### src/rtl/sna_flit_parser_if.sv
// Flit and request bundle between the NoC link and the slave network adapter.
interface sna_flit_parser_if;
   logic [36:0] flit_in;
   logic        flit_valid;
   logic        flit_ready;
   logic        req_valid;
   logic        req_ready;
   logic        req_write;
   logic [31:0] req_addr;
   logic [31:0] req_wdata;
   logic [3:0]  req_src;
   logic [2:0]  req_vc;
   logic        err;
   logic [7:0]  err_cnt;

   // Parser side: consumes flits, produces requests.
   modport slave (
      input  flit_in, flit_valid, req_ready,
      output flit_ready, req_valid, req_write, req_addr, req_wdata,
             req_src, req_vc, err, err_cnt
   );

   // Environment side: drives flits, accepts requests.
   modport master (
      output flit_in, flit_valid, req_ready,
      input  flit_ready, req_valid, req_write, req_addr, req_wdata,
             req_src, req_vc, err, err_cnt
   );
endinterface

### src/rtl/sna_flit_parser.sv
// Receive-side request flit parser for the slave network adapter.
// Reassembles header/body/tail flits into a single AXI4-Lite-side request.
//
// state   | meaning
// IDLE    | waiting for a header addressed to this node
// BODY    | write header seen, waiting for the address body flit
// TAIL    | waiting for the tail (wdata for writes, address for reads)
// DISCARD | misrouted packet, swallowing flits up to its tail
// OUT     | request held on req_*, flits stalled until req_ready
module sna_flit_parser #(
   parameter logic [3:0] NODE_ADDR = 4'b0010
) (
   input logic               ACLK,
   input logic               ARESETn,
   sna_flit_parser_if.slave  bus
);

   localparam logic [2:0] IDLE    = 3'd0;
   localparam logic [2:0] BODY    = 3'd1;
   localparam logic [2:0] TAIL    = 3'd2;
   localparam logic [2:0] DISCARD = 3'd3;
   localparam logic [2:0] OUT     = 3'd4;

   localparam logic [1:0] T_HDR  = 2'b10;
   localparam logic [1:0] T_BODY = 2'b00;
   localparam logic [1:0] T_TAIL = 2'b01;

   logic [2:0]  state_q, state_d;
   logic        flit_ready_q, flit_ready_d;
   logic        req_write_q, req_write_d;
   logic [31:0] req_addr_q, req_addr_d;
   logic [31:0] req_wdata_q, req_wdata_d;
   logic [3:0]  req_src_q, req_src_d;
   logic [2:0]  req_vc_q, req_vc_d;
   logic        err_q, err_d;
   logic [7:0]  err_cnt_q, err_cnt_d;

   logic        acc;
   logic        take_hdr;
   logic [1:0]  ftype;
   logic [2:0]  fvc;
   logic [31:0] fdata;

   assign acc   = bus.flit_valid && flit_ready_q;
   assign ftype = bus.flit_in[36:35];
   assign fvc   = bus.flit_in[34:32];
   assign fdata = bus.flit_in[31:0];

   // Next-state, field capture and error accounting for each accepted flit.
   always_comb begin
      state_d     = state_q;
      req_write_d = req_write_q;
      req_addr_d  = req_addr_q;
      req_wdata_d = req_wdata_q;
      req_src_d   = req_src_q;
      req_vc_d    = req_vc_q;
      err_d       = 1'b0;
      err_cnt_d   = err_cnt_q;
      take_hdr    = 1'b0;

      if (acc) begin
         case (state_q)
            IDLE: begin
               if (ftype == T_HDR) take_hdr = 1'b1;
               else                err_d    = 1'b1;
            end
            BODY: begin
               if (ftype == T_HDR) begin
                  err_d    = 1'b1;
                  take_hdr = 1'b1;
               end else if (ftype == T_BODY && fvc == req_vc_q) begin
                  req_addr_d = fdata;
                  state_d    = TAIL;
               end else begin
                  err_d = 1'b1;
               end
            end
            TAIL: begin
               if (ftype == T_HDR) begin
                  err_d    = 1'b1;
                  take_hdr = 1'b1;
               end else if (ftype == T_TAIL && fvc == req_vc_q) begin
                  if (req_write_q) begin
                     req_wdata_d = fdata;
                  end else begin
                     req_addr_d  = fdata;
                     req_wdata_d = 32'd0;
                  end
                  state_d = OUT;
               end else begin
                  err_d = 1'b1;
               end
            end
            DISCARD: begin
               if (ftype == T_TAIL) state_d = IDLE;
            end
            default: ;
         endcase
      end

      // A header interrupting a packet is handled exactly as one seen in IDLE;
      // a misrouted interrupting header still raises only a single err pulse.
      if (take_hdr) begin
         if (bus.flit_in[31:28] == NODE_ADDR) begin
            req_src_d   = bus.flit_in[27:24];
            req_vc_d    = fvc;
            req_write_d = ~bus.flit_in[0];
            state_d     = bus.flit_in[0] ? TAIL : BODY;
         end else begin
            err_d   = 1'b1;
            state_d = DISCARD;
         end
      end

      if (state_q == OUT && bus.req_ready) state_d = IDLE;

      if (err_d && err_cnt_q != 8'hFF) err_cnt_d = err_cnt_q + 8'd1;

      flit_ready_d = (state_d != OUT);
   end

   // State and output registers; async reset drops any partial packet.
   always_ff @(posedge ACLK or negedge ARESETn) begin
      if (!ARESETn) begin
         state_q      <= IDLE;
         flit_ready_q <= 1'b0;
         req_write_q  <= 1'b0;
         req_addr_q   <= 32'd0;
         req_wdata_q  <= 32'd0;
         req_src_q    <= 4'd0;
         req_vc_q     <= 3'd0;
         err_q        <= 1'b0;
         err_cnt_q    <= 8'd0;
      end else begin
         state_q      <= state_d;
         flit_ready_q <= flit_ready_d;
         req_write_q  <= req_write_d;
         req_addr_q   <= req_addr_d;
         req_wdata_q  <= req_wdata_d;
         req_src_q    <= req_src_d;
         req_vc_q     <= req_vc_d;
         err_q        <= err_d;
         err_cnt_q    <= err_cnt_d;
      end
   end

   assign bus.flit_ready = flit_ready_q;
   assign bus.req_valid  = (state_q == OUT);
   assign bus.req_write  = req_write_q;
   assign bus.req_addr   = req_addr_q;
   assign bus.req_wdata  = req_wdata_q;
   assign bus.req_src    = req_src_q;
   assign bus.req_vc     = req_vc_q;
   assign bus.err        = err_q;
   assign bus.err_cnt    = err_cnt_q;

endmodule

### src/flat_wrapper.sv
// flat-port wrapper written by rule: the top's interface ports become plain ports
module sna_flit_parser_flat 
#(
   parameter logic [3:0] NODE_ADDR = 4'b0010
)
  (ACLK, ARESETn, bus_flit_in, bus_flit_valid, bus_req_ready, bus_flit_ready, bus_req_valid, bus_req_write, bus_req_addr, bus_req_wdata, bus_req_src, bus_req_vc, bus_err, bus_err_cnt);
  sna_flit_parser_if bus_i ();
  input logic ACLK;
  input logic ARESETn;
  input wire logic [$bits(bus_i.flit_in)-1:0] bus_flit_in;
  input wire logic [$bits(bus_i.flit_valid)-1:0] bus_flit_valid;
  input wire logic [$bits(bus_i.req_ready)-1:0] bus_req_ready;
  output wire logic [$bits(bus_i.flit_ready)-1:0] bus_flit_ready;
  output wire logic [$bits(bus_i.req_valid)-1:0] bus_req_valid;
  output wire logic [$bits(bus_i.req_write)-1:0] bus_req_write;
  output wire logic [$bits(bus_i.req_addr)-1:0] bus_req_addr;
  output wire logic [$bits(bus_i.req_wdata)-1:0] bus_req_wdata;
  output wire logic [$bits(bus_i.req_src)-1:0] bus_req_src;
  output wire logic [$bits(bus_i.req_vc)-1:0] bus_req_vc;
  output wire logic [$bits(bus_i.err)-1:0] bus_err;
  output wire logic [$bits(bus_i.err_cnt)-1:0] bus_err_cnt;
  assign bus_i.flit_in = bus_flit_in;
  assign bus_i.flit_valid = bus_flit_valid;
  assign bus_i.req_ready = bus_req_ready;
  assign bus_flit_ready = bus_i.flit_ready;
  assign bus_req_valid = bus_i.req_valid;
  assign bus_req_write = bus_i.req_write;
  assign bus_req_addr = bus_i.req_addr;
  assign bus_req_wdata = bus_i.req_wdata;
  assign bus_req_src = bus_i.req_src;
  assign bus_req_vc = bus_i.req_vc;
  assign bus_err = bus_i.err;
  assign bus_err_cnt = bus_i.err_cnt;
  sna_flit_parser #(.NODE_ADDR(NODE_ADDR)) u_core (.ACLK(ACLK), .ARESETn(ARESETn), .bus(bus_i));
endmodule
### config.mk
export PLATFORM = sky130hd
export DESIGN_NAME = sna_flit_parser_flat
export DESIGN_NICKNAME = d
export VERILOG_FILES = /design/src/rtl/sna_flit_parser_if.sv /design/src/rtl/sna_flit_parser.sv /design/src/flat_wrapper.sv
export SDC_FILE = /design/constraint.sdc
export NUM_CORES = 1
export LEC_CHECK = 0
export ABC_AREA = 1
export BUFFER_PORTS_ARGS = -buffer_cell sky130_fd_sc_hd__buf_2
export CORE_MARGIN = 5
export CORE_UTILIZATION = 50
export DETAILED_ROUTE_END_ITERATION = 8
export GPL_TIMING_DRIVEN = 0
export PLACE_DENSITY_LB_ADDON = 0.15
export SYNTH_ARGS = -nofsm -noshare
export SYNTH_HDL_FRONTEND = slang
export SYNTH_SLANG_ARGS = --single-unit
### constraint.sdc
create_clock -name ACLK -period 2.5 [get_ports ACLK]
set_clock_uncertainty 0.1 [all_clocks]
set_input_delay 0.375 -clock ACLK [delete_from_list [all_inputs] [get_ports ACLK]]
set_output_delay 0.375 -clock ACLK [all_outputs]
set_load 0.005 [all_outputs]
==> results.txt, run 1 <==
status = completed
CP Max Fanout = 6
IO Count = 124
core area = 7330 um^2
DIE WIDTH = 97.4 um
GP Congestion = 0.814
DRC Markers = 0
layout cells sized above 1 = 36.8%
CP Class = reg -> out
final instance area = 4800 um^2
Setup-failing EPs final = 0
DR WL/cell = 14.5 um
worst r2r path cells = 7
slew margin rel. = 52.7%
CTS sink cnt = 85
Overflow after GRT = 0
pwr/cell area = 987 nW/um^2
GRT Total Usage = 20.7%
Post-Place Setup Slack = 0.552 ns
final worst slack = 0.583 ns
min cycle time layout = 1.92 ns
fill cell count = 644
CTS tree = built
NumNets Final = 573
Final Hold Fails = 0
CTS H-tree lvls = 3
number of distinct library cells after synthesis = 30
Post-synth EDFFs = 0
DP Area = 4590 um^2
Reg area = 2130 um^2
root buffer cell = clkbuf_8
initial antenna violation count = 0
Mapped Nets = 437
ant diodes = 0
setup_tns = 0 ns
clk slew on worst S/H paths = 0.08 ns
vias = 3,142
crit end category = output port
commonest register cell after synthesis = dfrtp_1
unrepaired setup endpoints after global routing = no
Starting Density = 52.1%
WHS Endpoint = u_core.bus.req_vc[2]
max capacitance violation total = 0
CP startpoint = u_core.state_q[1]
largest net degree at the start of global routing = 46
chip height = 97.4 um
P_leak = 2.66 nW
fin. max-slew vios = 0
router iterations before antenna repair = 4
Synth Instances = 395
area occupied by multi-input gates = 1360 um^2
Final Cycle Share = 76.7%
row count = 31
worst reg2reg startpoint = u_core.bus.req_vc[0]
Via-to-Cell Ratio = 4.95
Initial DRC Count = 158
fmax = 522 MHz
Worst EP arrival = 1.44 ns
vias in the first global route = 3,255
Pwr Total = 0.00474 W
CP startpoint kind = flip-flop
hold slack = 0.160 ns
first-pass GRT wire length = 16.0 mm
DRT Wirelength = 9.22 mm
HP Start = bus_flit_in[34]
Mapped Area = 3820 um^2
clock latency on the worst-skew pair = 0.36 ns
FF-to-FF setup slack = 0.63 ns
# port buffers = 123
Inserted Clock Buffers = 9
worst hold path class = in -> reg
hpwl dp = 6.79 mm
Antenna Nets Post-Route = 0
Max VDD drop = 0.457 mV
Hold Crit Depth = 3
synthesized flop and latch total = 85
Avg Cell Area, Syn = 9.67 um^2
register area share after synthesis = 55.7%
Clock Path Buffers = 2
reg2reg end = u_core.bus.req_addr[10]
Critical Path RT = 2.03 ns
synthesis-to-finish area growth = 25.7%
Slew @ Worst Pin = 0.710 ns
DIE AREA = 9490 um^2
ys async rst share = 100%
Warnings, synthesis = 0
==> worst max path at each step <==
stage                                    to  depth (start not counted)  slack (ns)
detailed placement  u_core.bus.req_addr[10]                         11        0.55
global placement       u_core.bus.req_vc[2]                          1        0.26
floorplan             u_core.bus.err_cnt[6]                          8        0.86
finish                        bus_req_valid                          3        0.58
global route        u_core.bus.req_addr[10]                         10        0.47
CTS                           bus_req_valid                          3        0.57
==> power by group <==
group / switching (W) / leakage, nW / internal (W)
clock: 0.000506 / 0.0995 / 0.000491
combinational: 0.000917 / 1.45 / 0.000730
sequential: 0.000283 / 1.11 / 0.00181
total: 0.00171 / 2.66 / 0.00303
==> critical path, stage by stage (launching register included) <==
cell and delay, ns:
dfrtp_1 0.47, or2_2 0.35, nor2_1 0.13, buf_2 0.13
==> flip-flops by register name, indices dropped and copies added (netlist names), 3 cells and up <==
register,cells
u_core.bus.req_src,4
u_core.bus.err_cnt,8
u_core.bus.req_vc,3
u_core.state_q,3
u_core.bus.req_wdata,32
u_core.bus.req_addr,32
==> synthesized netlist by cell type (4+ instances only) <==
master / number / share of area [%]
o21ai_2: 12 / 2.8
o21ai_1: 9 / 1.2
buf_6: 9 / 2.7
inv_1: 49 / 4.8
nand3_1: 13 / 1.7
xnor2_1: 4 / 0.92
nor2_1: 7 / 0.69
buf_2: 4 / 0.52
nand4_1: 4 / 0.65
o31ai_2: 18 / 5.9
nand2_1: 117 / 11
o21ai_0: 24 / 3.1
a21oi_1: 4 / 0.52
dfrtp_1: 85 / 56
o31ai_1: 14 / 2.8
==> cell usage in the layout (no fill, tap or decap), types with 3 or more instances in the layout <==
| master | count |
|---|---|
| o21ai_0 | 24 |
| buf_6 | 9 |
| o21ai_1 | 9 |
| buf_2 | 126 |
| inv_2 | 3 |
| o21ai_2 | 12 |
| xnor2_1 | 4 |
| a21oi_1 | 4 |
| nand2_1 | 117 |
| nand4_1 | 4 |
| clkbuf_8 | 10 |
| dfrtp_1 | 85 |
| nor2_1 | 7 |
| nand3_1 | 13 |
| o31ai_2 | 18 |
| clkbuf_1 | 4 |
| inv_1 | 49 |
| o31ai_1 | 14 |
==> per-layer routing <==
metal  routed length, um  up-vias  global-route usage, %
li1                    -     1555                      -
met4                 126        0                   6.71
met5                   0        -                      0
met1                4220     1474                   28.3
met3                 724       14                   6.53
met2                4150       99                   31.4
==> area by class of cell <==
type | count | area share [%]
clock buffers | 11 | 2.95
well taps | 99 | 2.58
repair buffers | 125 | 13.7
multi-input cells | 241 | 28.3
flip-flops and latches | 85 | 44.3
inverters | 52 | 4.07
plain buffers | 17 | 2.92
clock inverters | 5 | 1.25
==> timing repair <==
action	CTS	global route
hold buffers	1	0
setup endpoints to repair	0	0
hold endpoints to repair	40	0
resized for setup	0	0
buffers inserted	0	0
==> metrics by stage <==
step / instances / util, %
after detailed placement: 618 / 62.6
final: 635 / 65.5
after global placement: 617 / 62.2
after global routing: 635 / 65.5
after floorplan: 395 / -
after CTS: 635 / 65.5
==> cells by family after synthesis <==
family | Yosys count | synth area share, %
buffers and inverters | 69 | 8.78
xor gates and xnor gates | 7 | 1.80
adders and majority gates | 1 | 0.327
AOI/OAI and AO/OA | 83 | 16.7
and+or+nand+nor | 150 | 16.7
DFF | 85 | 55.7
No activity file was read; power rests on OpenSTA's default activity.
==> inputs of run 2 (changes only) <==
--- a/config.mk
+++ b/config.mk
@@ -5,7 +5,7 @@
 export SDC_FILE = /design/constraint.sdc
 export NUM_CORES = 1
 export LEC_CHECK = 0
-export ABC_AREA = 1
+export ABC_AREA = 0
 export BUFFER_PORTS_ARGS = -buffer_cell sky130_fd_sc_hd__buf_2
 export CORE_MARGIN = 5
 export CORE_UTILIZATION = 50
==> constraint.sdc (replaced) <==
create_clock -name ACLK -period 1.85 [get_ports ACLK]
set_clock_uncertainty 0.1 [all_clocks]
set_input_delay 0.2775 -clock ACLK [delete_from_list [all_inputs] [get_ports ACLK]]
set_output_delay 0.2775 -clock ACLK [all_outputs]
set_load 0.005 [all_outputs]
==> run 2 against run 1 <==
  * The run now ends with setup timing left
  * Hold slack got worse by 0.11 ns
  * Synthesized cell count fell by 21%
  * Via count fell by 8.2%
  * First-iteration DRC count rose by 33%
  * Setup slack got worse by 0.88 ns
  * Critical path type is now reg -> reg
  * Largest cell class unchanged
  * Highest routed layer unchanged
==> results.txt, run 2 <==
area fraction in compound gates after synthesis = 3.49%
switch share = 29.7%
Avg Cell Area, Syn = 11.5 um^2
post-synth top area share = 59.4%
failing checks = setup timing
Post-Synth Adder-Cell Area = 0.349%
GRT Total Usage = 21.1%
DP Area = 4360 um^2
chip height = 94.6 um
CTS tree = built
first-pass GRT wire length = 14.7 mm
max capacitance violation total = 0
DRC Markers = 0
Antenna Nets Post-Route = 0
Switching Power = 0.00164 W
Mapped Area = 3580 um^2
Post-synth EDFFs = 0
NumNets Final = 506
synthesis-to-finish area growth = 40.0%
fin. max-slew vios = 0
DR WL/cell = 16.7 um
Starting Density = 52.1%
initial antenna violation count = 0
# port buffers = 123
final instance area = 5020 um^2
crit end category = flip-flop
Max VDD drop = 0.683 mV
slew margin rel. = 67.3%
Mapped Nets = 354
Inserted Clock Buffers = 9
CTS H-tree lvls = 3
Synth area leaders = dfrtp_1 59%, mux2_2 13%, nand2_1 7.4%
DIE WIDTH = 94.6 um
top-count cell post-synth = dfrtp_1
CP Max Fanout = 5
row count = 30
Clock Path Buffers = 2
Final Cycle Share = 116%
mux share of post-synthesis cell area = 12.9%
clock latency on the worst-skew pair = 0.33 ns
final worst slack = -0.297 ns
IO Count = 124
P_leak = 2.74 nW
Critical Path RT = 1.97 ns
Clock power frac = 22.3%
hpwl dp = 6.30 mm
Pwr Total = 0.00553 W
largest family of logic cells by synthesized area = simple AND/OR/NAND/NOR gates
number of distinct library cells after synthesis = 35
DRT Wirelength = 9.40 mm
vias in the first global route = 2,968
Via-to-Cell Ratio = 5.12
router iterations before antenna repair = 4
status = finished with violations
Slew @ Worst Pin = 0.491 ns
ys async rst share = 100%
Synth Area in XOR/XNOR = 2.69%
Simple-Gate Fraction of Synth Area = 17.1%
DIE AREA = 8960 um^2
layout cells sized above 1 = 50.3%
Synth Instances = 312
top cells by count, synth = 85 x dfrtp_1, 71 x nand2_1, 40 x mux2_2
Logic pwr share = 31.6%
Post-Place Setup Slack = -0.341 ns
worst hold path class = in -> reg
min cycle time layout = 2.15 ns
CP Class = reg -> reg
unrepaired setup endpoints after global routing = yes
ant diodes = 0
pwr/cell area = 1100 nW/um^2
fmax = 466 MHz
Initial DRC Count = 210
register area share after synthesis = 59.4%
core area = 6870 um^2
commonest register cell after synthesis = dfrtp_1
Final Hold Fails = 0
fill cell count = 510
most frequent cells in the layout = 122 x buf_2, 84 x dfrtp_1, 65 x nand2_1, 36 x nand3_1, 31 x mux2_4
setup_tns = -14.77 ns
clk slew on worst S/H paths = 0.08 ns
synthesized flop and latch total = 85
vias = 2,884
Worst EP arrival = 2.27 ns
largest net degree at the start of global routing = 51
Power Internal = 0.00389 W
GP Congestion = 0.796
leading area contributor after synthesis = dfrtp_1
CP startpoint kind = flip-flop
commonest non-fill, non-tap cell in the layout = buf_2
Setup-failing EPs final = 71
hold slack = 0.0508 ns
CTS sink cnt = 85
Overflow after GRT = 0
Flop pwr share = 46.1%
Warnings, synthesis = 0
root buffer cell = clkbuf_8
## run 2: per-layer routing
layer	global-route usage, %	vias to the layer above	part of all wire [%]
li1	-	1354	-
met1	28.2	1430	43
met2	34.1	93	49
met3	5.18	7	7.0
met4	6.73	0	0.81
met5	0	-	0
## run 2: timing repair
| item | CTS | global route |
|---|---|---|
| endpoints found under the hold margin | 35 | 0 |
| cloned | 3 | 0 |
| gates resized for setup | 48 | 32 |
| pin swaps | 11 | 12 |
| hold buffers | 1 | 0 |
| endpoints found under the setup margin | 75 | 85 |
| buffers inserted | 11 | 6 |
## run 2: cell families after synthesis
| logic type | after synthesis |
|---|---|
| AO/OA/AOI/OAI | 19 |
| XOR/XNOR | 11 |
| adder cells (fa/ha/maj) | 1 |
| buffers and inverters | 22 |
| flip-flops | 85 |
| multiplexers | 41 |
| AND/OR/NAND/NOR | 133 |
## run 2: critical path, stage by stage (launching register included)
cell and delay [ns]:
dfrtp_1 0.35, buf_6 0.11, inv_4 0.04, or4_4 0.50, o21ai_2 0.07, a21oi_2 0.06, nor2_4 0.15, buf_12 0.14
buf_12 0.11, buf_8 0.12, mux2_4 0.30
## run 2: cell type report
class / count / area, um^2 / share of cell area [%]
inverter: 4 / 17.5 / 0.349
clock inverter: 5 / 53.8 / 1.07
clock buffer: 9 / 124 / 2.47
sequential: 85 / 2130 / 42.4
multi-input combinational: 205 / 1550 / 30.9
timing repair buffer: 143 / 858 / 17.1
buffer: 16 / 166 / 3.32
tap: 96 / 120 / 2.39
## run 2: power by group through the flow
| stage | Sequential, W | Combinational, W | Clock [W] |
|---|---|---|---|
| after floorplan | 0.00259 | 0.000648 | 0 |
| final | 0.00255 | 0.00175 | 0.00123 |
| after global routing | 0.00260 | 0.00190 | 0.00135 |
| after global placement | 0.00255 | 0.00130 | 0 |
| after CTS | 0.00254 | 0.00161 | 0.00126 |
| after detailed placement | 0.00257 | 0.00135 | 0 |
## run 2: final timing paths
kind                                              start                        to  slack (ns)  cells past startpoint
min in group asynchronous                       ARESETn            u_core.bus.err        0.36                      2
max in group asynchronous                       ARESETn  u_core.bus.req_wdata[29]        0.69                      3
worst max register to register        u_core.state_q[0]    u_core.bus.req_addr[6]       -0.30                     10
worst max-delay path                  u_core.state_q[0]    u_core.bus.req_addr[6]       -0.30                     10
worst min register to register  u_core.bus.req_wdata[6]   u_core.bus.req_wdata[6]        0.37                      2
worst min-delay path                      bus_req_ready         u_core.state_q[1]        0.05                      2
## run 2: stage by stage
stage | utilization (%) | std cells
6_report | 73.0 | 563
5_1_grt | 73.0 | 563
4_1_cts | 71.3 | 560
3_5_place_dp | 63.5 | 532
3_3_place_gp | 63.1 | 531
2_1_floorplan | - | 312
==> inputs of run 3 (changes only) <==
--- a/config.mk
+++ b/config.mk
@@ -8,10 +8,11 @@
 export ABC_AREA = 0
 export BUFFER_PORTS_ARGS = -buffer_cell sky130_fd_sc_hd__buf_2
 export CORE_MARGIN = 5
-export CORE_UTILIZATION = 50
+export CORE_UTILIZATION = 38
 export DETAILED_ROUTE_END_ITERATION = 8
 export GPL_TIMING_DRIVEN = 0
 export PLACE_DENSITY_LB_ADDON = 0.15
+export SETUP_SLACK_MARGIN = 0.15
 export SYNTH_ARGS = -nofsm -noshare
 export SYNTH_HDL_FRONTEND = slang
 export SYNTH_SLANG_ARGS = --single-unit
==> run 3 against run 2 <==
  * The flow still finishes with violations (setup timing)
  * Sequential power is essentially flat
  * Sequential share of layout area shrank 1.1 points
  * Clock power up 23%
  * Wire length is 2.4% higher
  * Critical endpoint is now u_core.bus.req_addr[23]
  * Largest power group unchanged
==> results.txt, run 3 (synthesis gave the netlist of run 2 again) <==
CTS sink cnt = 85
clk slew on worst S/H paths = 0.10 ns
min cycle time layout = 2.15 ns
row count = 35
Max VDD drop = 0.555 mV
slew margin rel. = 66.9%
CP startpoint kind = flip-flop
max capacitance violation total = 0
final worst slack = -0.299 ns
DRT Wirelength = 9.63 mm
first-pass GRT wire length = 15.2 mm
grt met3 use = 4.27%
hpwl dp = 6.53 mm
status = finished with violations
Setup-failing EPs final = 74
worst hold path class = in -> reg
Reg area = 2130 um^2
Overflow after GRT = 0
synthesis-to-finish area growth = 43.9%
Critical Path RT = 1.98 ns
IO Count = 124
GRT Total Usage = 16.8%
CP Class = reg -> reg
root buffer cell = clkbuf_8
Final Cycle Share = 116%
met2 usage = 26.3%
fin. max-slew vios = 0
fill cell count = 851
Antenna Nets Post-Route = 0
fmax = 465 MHz
Initial DRC Count = 91
Starting Density = 39.0%
area occupied by multi-input gates = 1530 um^2
commonest non-fill, non-tap cell in the layout = buf_2
Hold Crit Depth = 2
DIE WIDTH = 107 um
CTS H-tree lvls = 3
CTS tree = built
NumNets Final = 514
Via-to-Cell Ratio = 4.85
most frequent cells in the layout = 122 x buf_2, 84 x dfrtp_1, 71 x nand2_1, 35 x nand3_1, 26 x mux2_4
layout cells sized above 1 = 50.7%
P_leak = 2.81 nW
unrepaired setup endpoints after global routing = yes
chip height = 107 um
Most Crowded Layer GR = met2
core area = 9200 um^2
vias = 2,858
Inserted Clock Buffers = 9
GRT met1 Usage = 22.5%
largest net degree at the start of global routing = 51
GP Congestion = 0.753
crit end category = flip-flop
DRC Markers = 0
failing checks = setup timing
Clock Path Buffers = 2
clock latency on the worst-skew pair = 0.35 ns
router iterations before antenna repair = 4
DR WL/cell = 16.3 um
Core Util, Final = 56.0%
pwr/cell area = 1130 nW/um^2
DIE AREA = 11,500 um^2
worst r2r path cells = 8
vias in the first global route = 2,969
CP Max Fanout = 6
Worst EP arrival = 2.28 ns
Slew @ Worst Pin = 0.496 ns
Final Hold Fails = 0
setup_tns = -15.89 ns
initial antenna violation count = 0
# port buffers = 123
-- run 3: metrics by stage --
step	area, um^2	setup WS [ns]	hold slack [ns]	total power [W]	instances
3_5_place_dp	4380	-0.389	0.180	0.00391	547
5_1_grt	5150	-0.341	0.0481	0.00617	588
2_1_floorplan	3600	-0.172	-0.118	0.00324	312
3_3_place_gp	4350	-0.355	0.350	0.00386	546
6_report	5150	-0.299	0.0632	0.00580	589
4_1_cts	5040	-0.298	0.0468	0.00575	586
-- run 3: per-layer routing --
layer,vias up,wire [um],part of all wire (%)
met4,0,179,1.9
met3,15,646,6.7
li1,1375,-,-
met1,1386,4310,45
met5,-,0,0
met2,82,4490,47
-- run 3: cell type report --
| cell class | count | share of cell area, % |
|---|---|---|
| clock buffers | 10 | 2.67 |
| inverters | 4 | 0.388 |
| clock inverters | 6 | 1.82 |
| plain buffers | 18 | 3.52 |
| multi-input cells | 205 | 29.7 |
| diodes | 1 | 0.0486 |
| well taps | 111 | 2.69 |
| flip-flops and latches | 85 | 41.3 |
| repair buffers | 149 | 17.9 |
-- run 3: worst paths after layout --
kind                                                from                  endpoint  slack [ns]
worst max-delay path                u_core.bus.req_vc[2]   u_core.bus.req_addr[23]       -0.30
worst min-delay path                     bus_flit_in[10]   u_core.bus.req_addr[10]        0.06
worst max register to register      u_core.bus.req_vc[2]   u_core.bus.req_addr[23]       -0.30
worst min register to register  u_core.bus.req_wdata[10]  u_core.bus.req_wdata[10]        0.37
max in group asynchronous                        ARESETn  u_core.bus.req_wdata[16]        0.70
min in group asynchronous                        ARESETn     u_core.bus.flit_ready        0.34
-- run 3: critical path: stages (launching register included) --
cell,delay [ns]
dfrtp_1,0.41
xnor2_1,0.19
nand3_2,0.12
or3_4,0.40
nor2_4,0.13
buf_12,0.14
buf_12,0.10
buf_16,0.11
mux2_2,0.32
-- run 3: what timing repair did --
action,4_1_cts,5_1_grt
buffers inserted,17,2
setup endpoints to repair,85,86
resized for setup,53,22
hold endpoints to repair,36,0
gates cloned,4,0
pin swaps,14,7
hold buffers,2,0
-- run 3: power breakdown --
group          leakage (nW)  internal (W)  switching, W
registers              1.13       0.00228      0.000267
logic                  1.57       0.00102      0.000732
clock network         0.113      0.000810      0.000702
